**src/rtl/sweep_pkg.sv**
```systemverilog
// rtl/sweep_pkg.sv - shared types and constants for the exhaustive sweep engine
package sweep_pkg;

    typedef enum logic [1:0] {
        S_IDLE   = 2'd0,
        S_SETTLE = 2'd1,
        S_EMIT   = 2'd2,
        S_DONE   = 2'd3
    } sweep_state_t;

    localparam logic [15:0] DEF_SIG_POLY = 16'h1021;
    localparam logic [15:0] DEF_SIG_SEED = 16'hFFFF;

endpackage

```
**src/rtl/sweep_misr.sv**
```systemverilog
// rtl/sweep_misr.sv - single-input MISR compacting one response bit per shift
// Ports:
//   CK        in   clock
//   reset     in   asynchronous active-high reset, loads SEED
//   load      in   reload SEED (has priority over shift_en)
//   shift_en  in   shift in data_in this cycle
//   data_in   in   serial response bit
//   signature out  current MISR value
module sweep_misr #(
    parameter int                 WIDTH = 16,
    parameter logic [WIDTH-1:0]   POLY  = 16'h1021,
    parameter logic [WIDTH-1:0]   SEED  = 16'hFFFF
) (
    input  logic             CK,
    input  logic             reset,
    input  logic             load,
    input  logic             shift_en,
    input  logic             data_in,
    output logic [WIDTH-1:0] signature
);

    logic [WIDTH-1:0] sig_next;

    // Galois-style step: feedback taps applied when the outgoing MSB is set,
    // response bit folded into bit 0.
    always_comb begin
        sig_next = {signature[WIDTH-2:0], 1'b0};
        if (signature[WIDTH-1]) begin
            sig_next = sig_next ^ POLY;
        end
        sig_next[0] = sig_next[0] ^ data_in;
    end

    always_ff @(posedge CK or posedge reset) begin
        if (reset) begin
            signature <= SEED;
        end else if (load) begin
            signature <= SEED;
        end else if (shift_en) begin
            signature <= sig_next;
        end
    end

endmodule

```
**src/rtl/exhaustive_sweep_engine.sv**
```systemverilog
// rtl/exhaustive_sweep_engine.sv - exhaustive input sweep with response capture and MISR
// Ports:
//   CK           in   clock, rising edge
//   reset        in   asynchronous active-high reset
//   start        in   begin a sweep (honoured in IDLE or DONE only)
//   N            out  pattern driven to the unit under test
//   dut_out      in   response of the unit under test
//   rec_valid    out  record available to the logger
//   rec_ready    in   logger accepts record
//   rec_pattern  out  pattern of the current record
//   rec_resp     out  sampled response of the current record
//   busy         out  high while settling or emitting
//   done         out  high once the sweep has finished, until next start/reset
//   signature    out  current MISR value
module exhaustive_sweep_engine
    import sweep_pkg::*;
#(
    parameter int                     N_WIDTH       = 5,
    parameter int                     SETTLE_CYCLES = 1,
    parameter int                     SIG_WIDTH     = 16,
    parameter logic [SIG_WIDTH-1:0]   SIG_POLY      = DEF_SIG_POLY,
    parameter logic [SIG_WIDTH-1:0]   SIG_SEED      = DEF_SIG_SEED
) (
    input  logic                 CK,
    input  logic                 reset,
    input  logic                 start,
    output logic [N_WIDTH-1:0]   N,
    input  logic                 dut_out,
    output logic                 rec_valid,
    input  logic                 rec_ready,
    output logic [N_WIDTH-1:0]   rec_pattern,
    output logic                 rec_resp,
    output logic                 busy,
    output logic                 done,
    output logic [SIG_WIDTH-1:0] signature
);

    localparam logic [7:0]         CNT_RELOAD = 8'(SETTLE_CYCLES - 1);
    localparam logic [N_WIDTH-1:0] N_LAST     = '1;

    sweep_state_t state;
    logic [7:0]   settle_cnt;
    logic         start_ok;
    logic         capture;

    // Start is only accepted from a quiescent state; the MISR reseeds on the
    // same edge the FSM enters SETTLE.
    assign start_ok = start && (state == S_IDLE || state == S_DONE);
    assign capture  = (state == S_SETTLE) && (settle_cnt == 8'd0);

    always_ff @(posedge CK or posedge reset) begin
        if (reset) begin
            state       <= S_IDLE;
            N           <= '0;
            settle_cnt  <= '0;
            rec_valid   <= 1'b0;
            rec_pattern <= '0;
            rec_resp    <= 1'b0;
            busy        <= 1'b0;
            done        <= 1'b0;
        end else begin
            case (state)
                S_IDLE, S_DONE: begin
                    if (start) begin
                        state      <= S_SETTLE;
                        N          <= '0;
                        settle_cnt <= CNT_RELOAD;
                        busy       <= 1'b1;
                        done       <= 1'b0;
                    end
                end
                S_SETTLE: begin
                    if (settle_cnt == 8'd0) begin
                        rec_resp    <= dut_out;
                        rec_pattern <= N;
                        rec_valid   <= 1'b1;
                        state       <= S_EMIT;
                    end else begin
                        settle_cnt <= settle_cnt - 8'd1;
                    end
                end
                S_EMIT: begin
                    if (rec_ready) begin
                        rec_valid <= 1'b0;
                        // Terminate on the all-ones compare so N never wraps.
                        if (N == N_LAST) begin
                            state <= S_DONE;
                            busy  <= 1'b0;
                            done  <= 1'b1;
                        end else begin
                            N          <= N + 1'b1;
                            settle_cnt <= CNT_RELOAD;
                            state      <= S_SETTLE;
                        end
                    end
                end
                default: begin
                    state <= S_IDLE;
                    busy  <= 1'b0;
                    done  <= 1'b0;
                end
            endcase
        end
    end

    sweep_misr #(
        .WIDTH (SIG_WIDTH),
        .POLY  (SIG_POLY),
        .SEED  (SIG_SEED)
    ) u_misr (
        .CK        (CK),
        .reset     (reset),
        .load      (start_ok),
        .shift_en  (capture),
        .data_in   (dut_out),
        .signature (signature)
    );

endmodule

```
**config.mk**
```make
export PLATFORM = sky130hd
export DESIGN_NAME = exhaustive_sweep_engine
export DESIGN_NICKNAME = d
export VERILOG_FILES = /design/src/rtl/sweep_pkg.sv /design/src/rtl/sweep_misr.sv /design/src/rtl/exhaustive_sweep_engine.sv
export SDC_FILE = /design/constraint.sdc
export NUM_CORES = 1
export LEC_CHECK = 0
export CELL_PAD_IN_SITES_DETAIL_PLACEMENT = 0
export CELL_PAD_IN_SITES_GLOBAL_PLACEMENT = 2
export CORE_MARGIN = 2
export CORE_UTILIZATION = 30
export DETAILED_ROUTE_END_ITERATION = 12
export PLACE_DENSITY_LB_ADDON = 0.25
export REMOVE_ABC_BUFFERS = 1
export SKIP_LAST_GASP = 1
export SLEW_MARGIN = 10
export SYNTH_ARGS = -nofsm -noshare
export SYNTH_HDL_FRONTEND = slang
export SYNTH_SLANG_ARGS = --single-unit
```
**constraint.sdc**
```tcl
create_clock -name CK -period 2.7 [get_ports CK]
set_input_delay 0.405 -clock CK [delete_from_list [all_inputs] [get_ports CK]]
set_output_delay 0.405 -clock CK [all_outputs]
set_load 0.02 [all_outputs]
```
-- Yosys cells after proc, flatten, opt, wreduce, memory -nomap -nowiden
Cells that the tools add are included.
- register bits: 40
- logic and storage cells: 66
- reductions and logical operators: 15
- muxes and demuxes: 28
- bitwise operators: 2
- add/subtract/negate cells: 2
- equal/unequal tests: 10
- operators by type and width (kind ; number):
    16-bit two-way mux ; 2
    8-bit two-way mux ; 4
    8-bit case mux with 3 select lines ; 1
    5-bit two-way mux ; 3
    13-bit two-way mux ; 1
    4-bit AND reduction ; 3
    2-bit != test, second input constant ; 5
    5-bit case mux with 2 select lines ; 1
    8-bit zero test ; 1
    1-bit two-way mux ; 8
    2-bit two-way mux ; 4
    8-bit by 1-bit subtractor with 8-bit output, second input constant ; 1
    1-bit case mux with 2 select lines ; 3
    2-bit case mux with 3 select lines ; 1
    3-bit AND reduction ; 2
    2-bit nonzero test ; 3
    5-bit by 1-bit adder with 5-bit output, second input constant ; 1
    5-bit == test, second input constant ; 1
    2-bit == test, second input constant ; 2
    3-bit inverter ; 1
    2-bit by 1-bit == test with 1-bit output, second input constant ; 1
    1-bit logical AND ; 2
    2-bit zero test ; 1
    2-bit by 1-bit != test with 1-bit output, second input constant ; 1
    other kinds (4) ; 4

-- Longest topological paths before layout
Gate-level depths: netlist of run 1.
- depth in word-level cells: 5
- depth in mapped cells: 8

-- Cells and area by module
A second synthesis of run 1 with hierarchy kept.
- cells, all modules: 189
- area total of the unflattened synthesis: 2037.0 um^2
- by module, submodules not included (module ; seq. area each (um^2) ; cells an instance ; area an instance (um^2) ; times used):
    exhaustive_sweep_engine ; 600.6 ; 131 ; 1315.0 ; 1
    sweep_misr ; 420.4 ; 58 ; 721.9 ; 1

-- Worst setup path after synthesis of run 1
No wires, ideal clock.
- path kind: register -> register
- start point: register N[0]
- end point: register settle_cnt[7]
- stages on the path, launching flop included: 9
- path slack: 500 ps
- data required time: 2574 ps
- arrival: 2074 ps
- setup time: 126 ps
- period minus slack after synthesis: 2200 ps
- cells stage by stage: dfrtp_1 -> ha_1 -> and3_1 -> ha_1 -> clkbuf_1 -> nor2b_1 -> o21ai_1 -> nor3_1 -> a221o_1
- word-level cells in the longest chain between the ends: 3
- ends and longest elaborated chain (item ; line ; RTL):
    from (decl) ; exhaustive_sweep_engine.sv:27 ; output logic [N_WIDTH-1:0] N,
    from (signal assigned) ; exhaustive_sweep_engine.sv:91 ; N <= N + 1'b1;
    5-bit == test ; exhaustive_sweep_engine.sv:86 ; if (N == N_LAST) begin
    2-bit != test (no source line) ; - ;
    4-bit AND reduction (no source line) ; - ;
    to (signal assigned) ; exhaustive_sweep_engine.sv:79 ; settle_cnt <= settle_cnt - 8'd1;
    to (decl) ; exhaustive_sweep_engine.sv:42 ; logic [7:0] settle_cnt;
Every way passes these cells.
A chain may end at the register's enable or synchronous reset.

-- Final worst setup path of run 1
Same ends and word-level chain as after synthesis.

==> results of run 1 <==
## power groups by stage
stage / registers (mW) / clock network [mW] / logic (mW)
global placement: 1.06 / 0 / 1.63
finish: 1.04 / 0.449 / 1.60
global route: 1.08 / 0.494 / 1.80
CTS: 1.05 / 0.469 / 1.62
floorplan: 1.18 / 0 / 0.927
detailed placement: 1.05 / 0 / 1.62
## per-stage QoR
stage | utilization | std cells | instance area, um^2 | setup slack (ns)
global placement | 0.382 | 326 | 2450 | 0.594
floorplan | - | 209 | 1970 | 0.604
finish | 0.398 | 334 | 2560 | 0.580
CTS | 0.398 | 334 | 2560 | 0.569
detailed placement | 0.382 | 326 | 2450 | 0.548
global route | 0.398 | 334 | 2560 | 0.421
## layout make-up
cell class                 count  area share
tap                           77      0.0377
inverter                       8      0.0117
multi-input combinational    161       0.361
clock inverter                 1     0.00196
sequential                    40       0.399
clock buffer                   7      0.0382
timing repair buffer          40       0.151
## layout by cell type, fill, tap and decap left out, drive strengths merged, types with 2 or more instances in the layout
cell type | synthesis | routed
nand2 | 56 | 56
clkdlybuf4s50 | 0 | 34
dfrtp | 24 | 24
nand3 | 21 | 21
dfstp | 16 | 16
o21ai | 15 | 15
nor2 | 9 | 9
inv | 8 | 8
a21oi | 7 | 7
ha | 7 | 7
clkbuf | 6 | 7
buf | 3 | 6
o211ai | 4 | 4
nand2b | 3 | 3
xnor2 | 3 | 3
nor2b | 3 | 3
nand4 | 3 | 3
nor3 | 3 | 3
a31oi | 2 | 2
a22o | 2 | 2
o21a | 2 | 2
and3 | 2 | 2
nor3b | 2 | 2
nor4 | 2 | 2
## Yosys cell counts, types with 2 or more instances
library cell,n
sky130_fd_sc_hd__nand4_1,3
sky130_fd_sc_hd__nor3_1,2
sky130_fd_sc_hd__a21oi_1,7
sky130_fd_sc_hd__nor2_1,9
sky130_fd_sc_hd__xnor2_1,3
sky130_fd_sc_hd__nand2_1,56
sky130_fd_sc_hd__nor2b_1,3
sky130_fd_sc_hd__dfstp_2,16
sky130_fd_sc_hd__buf_4,2
sky130_fd_sc_hd__ha_1,7
sky130_fd_sc_hd__dfrtp_1,24
sky130_fd_sc_hd__nand3_1,21
sky130_fd_sc_hd__and3_1,2
sky130_fd_sc_hd__o211ai_1,4
sky130_fd_sc_hd__o21a_1,2
sky130_fd_sc_hd__a22o_1,2
sky130_fd_sc_hd__inv_1,8
sky130_fd_sc_hd__nand2b_1,3
sky130_fd_sc_hd__a31oi_1,2
sky130_fd_sc_hd__clkbuf_1,6
sky130_fd_sc_hd__o21ai_0,13
## critical path, delay by kind of cell, from the launching register on
kind | cells | cell delay [ns]
AND/OR/NAND/NOR | 3 | 0.33
adder cells (fa/ha/maj) | 2 | 0.38
AO/OA/AOI/OAI | 2 | 0.84
flip-flops | 1 | 0.46
## worst max-delay path by stage
stage                                           end
after global placement    settle_cnt[7]$_DFFE_PP0P_
after detailed placement  settle_cnt[7]$_DFFE_PP0P_
after floorplan           settle_cnt[7]$_DFFE_PP0P_
after CTS                 settle_cnt[7]$_DFFE_PP0P_
after global routing      settle_cnt[7]$_DFFE_PP0P_
final                     settle_cnt[7]$_DFFE_PP0P_
## registers in the layout, indices dropped and copies added (netlist names)
name and flops:
done 1, rec_pattern 5, rec_resp 1, rec_valid 1
N 5, busy 1, state 2, u_misr.signature 16
settle_cnt 8
## metal layers
metal | up-vias | wire length, um
met5 | - | 0
met4 | 0 | 29
met3 | 2 | 185
met2 | 35 | 2000
met1 | 777 | 2300
li1 | 827 | -
## logic make-up (layout without fill, tap and decap cells)
logic type                 count (synthesis)  count (layout)  synth area share
xor gates and xnor gates                   4               4            0.0174
AOI/OAI and AO/OA                         39              39             0.123
adders and majority gates                  7               7            0.0434
muxes                                      2               2            0.0106
DFF                                       40              40             0.507
buffers and inverters                     17              56            0.0360
and+or+nand+nor                          109             109             0.263
==> flow_summary.yaml, run 1 <==
global_routing:
  grt_first_pass_wirelength_um: 7810
  grt.overflow.total: 0
  track_usage: 0.132
  maximum_number_of_pins_on_one_net_before_global_route_repair: 41
  grt_use_met1: 0.191
  met3_usage: 0.0327
  gr-max-usage-layer: "met2"
  first_global_vias: 1590
  use_met2: 0.196
  antenna_found_initial: 0
synth:
  ys_seq_area_frac: 0.507
  synth_enable_flop_cells: 0
  syn_area_um2: 2020
  ys.flop_type: "sky130_fd_sc_hd__dfrtp_1"
  yosysWarningCount: 0
  netlist-cell-type-count: 44
  postSynthCellCount: 218
  cell_type_contributing_the_most_total_cell_area_after_synthesis: "sky130_fd_sc_hd__dfrtp_1"
  async_reset_ff_frac: 1.00
  netlist_top_cells_area: "sky130_fd_sc_hd__dfrtp_1 30%, sky130_fd_sc_hd__dfstp_2 21%, sky130_fd_sc_hd__nand2_1 10%"
  syn-mean-instance-area_um2: 9.25
  yosysTopAreaCellShare: 0.298
  postSynthRegisterBits: 40
place:
  place.gp.congestion: 0.764
  hpwlAfterDp_um: 3000
  numPortBuffers: 34
power_and_ir_drop:
  seq_power_share: 0.337
  ir_drop_mv: 0.457
  switching_share: 0.428
  power.total_mw: 3.09
  pwr-share-comb: 0.518
  switchingPower_mw: 1.32
  cellPowerDensity_nw_per_um2: 1210
  power.share.clock: 0.145
  power.static_leakage_nw: 1.17
  intPower_mw: 1.77
cells_and_area:
  seq_cell_area_um2: 1020
  area_delta_synth_final_pct: 26.9
  final_net_count: 268
  post_route_cells_drive_above_1_share: 0.144
  number_of_fill_cells_in_the_layout: 675
  multi_input_comb_area_um2: 922
  antenna_cells_inserted: 0
run_status:
  outcome: "finished clean"
route:
  ant_nets: 0
  detail_route.wirelength_um: 4520
  detail_route.vias_per_cell: 4.91
  route.vias.total: 1641
  drt_iter0_drc: 101
  post-route-drc-count: 0
  dr.pass1.iters: 4
  routedWlPerCell_um: 13.5
sta:
  tightestPinTransition_ns: 0.630
  rsz_0062_raised_after_global_routing: "false"
  finalHoldWorstSlack_ns: 0.474
  tns_setup_ns: 0
  report.final.hold_viol_count: 0
  clock_skew_ns: 0.00726
  timing.final.setup_violations: 0
  timing.final.max_slew_violations: 0
  max-slew-margin-rel: 0.577
  max_freq_mhz: 472
  min_period_ns: 2.12
  final_min_period_over_clock_period: 0.785
clock_network:
  htree_num_levels: 2
  tritoncts: "yes"
  cts_hold_buffers: 0
  clk_path_buf_depth: 2
  worst_path_clk_slew_ns: 0.08
  count_of_cells_resized_by_post_cts_repair: 0
  clockRootBuffer: "sky130_fd_sc_hd__clkbuf_8"
  clock_sink_count: 40
  post_cts_buffers: 0
  clk_lat_worst_skew_ns: 0.29
  inserted_clock_buffers: 5
critical_path:
  worst_path_largest_cell_delay_ns: 0.51
  crit_fanout: 10
  worst_setup_sp_type: "flip-flop"
  worst_r2r_path_depth: 7
  critPathMostFrequentCell: "sky130_fd_sc_hd__ha_1"
  timing.reg2reg.setup_slack_ns: 0.58
  critPathLaunch: "N[0]$_DFFE_PP0P_"
  critPathKind: "reg2reg"
  crit_path_top_delay_cell: "sky130_fd_sc_hd__o21ai_1"
  worst_r2r_startpoint: "N[0]$_DFFE_PP0P_"
  timing.rr.end: "settle_cnt[7]$_DFFE_PP0P_"
  worst_path_arrival_time_ns: 2.30
  cp_cell_sequence: "ha_1, and3_1, ha_1, nor2b_1, o21ai_1, nor3_1, a221o_1"
  endpoint_kind: "flip-flop"
  cp.required_ns: 2.88
die:
  i_o_pin_count: 35
  std_cell_rows: 29
  start_util: 0.314
  area_of_the_core_um2: 6420
  die_h_um: 86.0
  dieArea_um2: 7390
  floorplan.die.width_um: 86.0
min_path:
  min_delay_path_depth: 2
  whs_endpoint: "rec_pattern[3]$_DFFE_PP0P_"
  min_from: "rec_pattern[3]$_DFFE_PP0P_"
  hold_path.class: "reg2reg"
job:
  cap_viol_max_count: 0
No activity file was read; power rests on OpenSTA's default activity.
==> run 2: changes to the inputs <==
- clock period: 2.7 -> 2 ns (I/O delays scaled with it)
==> run 2 against run 1 <==
- final cell count is 4.5% higher
- global-route usage grew 0.54 points
- combinational power up 53%
- maximum frequency up 15%
- die area unchanged
- non-clock buffer count rose by 15
- utilization rose by 1.9 points
- sequential cell count stayed put
- critical path depth stayed put
- largest power group unchanged
==> flow_summary.yaml, run 2 (same netlist as run 1, synthesis figures left out) <==
clock_network:
  inserted_clock_buffers: 5
  clockRootBuffer: "sky130_fd_sc_hd__clkbuf_8"
  clock_sink_count: 40
  worst_path_clk_slew_ns: 0.08
  clk_path_buf_depth: 2
  clk_lat_worst_skew_ns: 0.29
  tritoncts: "yes"
  htree_num_levels: 2
  cts_hold_buffers: 0
power_and_ir_drop:
  pwr-share-comb: 0.558
  switchingPower_mw: 1.88
  ir_drop_mv: 0.508
  seq_power_share: 0.316
  intPower_mw: 2.51
  power.total_mw: 4.39
  power.share.clock: 0.126
  power.static_leakage_nw: 1.25
  switching_share: 0.428
  cellPowerDensity_nw_per_um2: 1640
cells_and_area:
  finalInstanceArea_um2: 2680
  layout_commonest_cell: "sky130_fd_sc_hd__nand2_1"
  largest_register: "u_misr.signature"
  fin_cells: 349
  antenna_cells_inserted: 0
  area_delta_synth_final_pct: 32.9
  largest_register_ffs: 16
  final_net_count: 283
  post_route_cells_drive_above_1_share: 0.206
  top_regs: "u_misr.signature: 16 flops, settle_cnt: 8 flops"
  final_cell_mix: "56 x sky130_fd_sc_hd__nand2_1, 34 x sky130_fd_sc_hd__clkdlybuf4s50_1, 24 x sky130_fd_sc_hd__dfrtp_1"
critical_path:
  cp_cell_sequence: "ha_1, and3_1, ha_1, nor2b_2, o21a_1, nand3_1, o21ai_0"
  worst_path_largest_cell_delay_ns: 0.38
  timing.critical_path.buf_inv: 0
  worst_setup_sp_type: "flip-flop"
  critPathKind: "reg2reg"
  endpoint_kind: "flip-flop"
  critPathMostFrequentCell: "sky130_fd_sc_hd__ha_1"
  crit_fanout: 4
  worst_path_arrival_time_ns: 2.05
  cp.required_ns: 2.21
  cp_top_family: "simple AND/OR/NAND/NOR gates"
  crit_path_top_delay_cell: "sky130_fd_sc_hd__dfrtp_1"
sta:
  max_freq_mhz: 542
  final_min_period_over_clock_period: 0.922
  max-slew-margin-rel: 0.640
  timing.final.setup_violations: 0
  timing.final.max_slew_violations: 0
  report.final.hold_viol_count: 0
  rsz_0062_raised_after_global_routing: "false"
  tightestPinTransition_ns: 0.540
  clock_skew_ns: 0.00855
  post-route-worst-setup-slack_ns: 0.156
  min_period_ns: 1.84
global_routing:
  maximum_number_of_pins_on_one_net_before_global_route_repair: 41
  first_global_vias: 1597
  grt.overflow.total: 0
  track_usage: 0.137
  antenna_found_initial: 0
  grt_first_pass_wirelength_um: 8070
min_path:
  hold_path.class: "in2async"
route:
  detail_route.vias_per_cell: 4.85
  drt_iter0_drc: 63
  route.vias.total: 1693
  post-route-drc-count: 0
  detail_route.wirelength_um: 4820
  dr.pass1.iters: 4
  routedWlPerCell_um: 13.8
  ant_nets: 0
place:
  preCtsSetupSlack_ns: 0.0516
  placement.cell_area_um2: 2560
  hpwlAfterDp_um: 3320
  numPortBuffers: 34
  place.gp.congestion: 0.726
  placed_cells_incl_taps: 339
run_status:
  outcome: "finished clean"
die:
  area_of_the_core_um2: 6420
  die_h_um: 86.0
  start_util: 0.314
  i_o_pin_count: 35
  floorplan.die.width_um: 86.0
  std_cell_rows: 29
  dieArea_um2: 7390
job:
  cap_viol_max_count: 0
-- run 2: worst paths after layout --
kind                                            startpoint  slack [ns]                         end  depth (start not counted)
worst max-delay path                      N[0]$_DFFE_PP0P_        0.16   settle_cnt[1]$_DFFE_PP0P_                          7
worst min-delay path                                 reset        0.45        rec_resp$_DFFE_PP0P_                          3
worst max register to register            N[0]$_DFFE_PP0P_        0.16   settle_cnt[1]$_DFFE_PP0P_                          7
worst min register to register  rec_pattern[4]$_DFFE_PP0P_        0.48  rec_pattern[4]$_DFFE_PP0P_                          2
max in group asynchronous                            reset        1.18       rec_valid$_DFFE_PP0P_                          3
min in group CK                 rec_pattern[4]$_DFFE_PP0P_        0.48  rec_pattern[4]$_DFFE_PP0P_                          2
-- run 2: final cells by class --
cell class / instances / area (um^2)
clock inverter: 3 / 18.8
inverter: 8 / 30.0
timing repair buffer: 55 / 510
clock buffer: 5 / 68.8
multi-input combinational: 161 / 933
tap: 77 / 96.3
sequential: 40 / 1020
fill: 659 / 3740
-- run 2: per-stage QoR --
stage          utilization  setup TNS (ns)  hold slack (ns)
2_1_floorplan            -         -0.0987            0.404
3_3_place_gp         0.399               0            0.457
3_5_place_dp         0.399               0            0.462
4_1_cts              0.413               0            0.458
5_1_grt              0.417               0            0.488
6_report             0.417               0            0.447
-- run 2: worst min-delay path, stage by stage --
cell and delay (ns):
sky130_fd_sc_hd__clkdlybuf4s50_1 0.40, sky130_fd_sc_hd__inv_1 0.05, sky130_fd_sc_hd__buf_4 0.45
-- run 2: power by group through the flow --
stage / Clock (mW) / Sequential, mW / Combinational (mW)
final: 0.551 / 1.39 / 2.45
after CTS: 0.566 / 1.39 / 2.42
after global routing: 0.613 / 1.43 / 2.69
after detailed placement: 0 / 1.40 / 2.41
after floorplan: 0 / 1.59 / 1.25
after global placement: 0 / 1.40 / 2.41
-- run 2: metal layers --
layer	global-route usage	up-vias	share of wire
met5	0	-	0
met4	0.0346	0	0.0079
met3	0.0337	5	0.033
met2	0.203	24	0.43
met1	0.201	801	0.53
li1	-	863	-
-- run 2: what timing repair did --
action / CTS / global route
resized for setup: 0 / 4
endpoints found under the setup margin: 0 / 23
setup buffers: 0 / 2
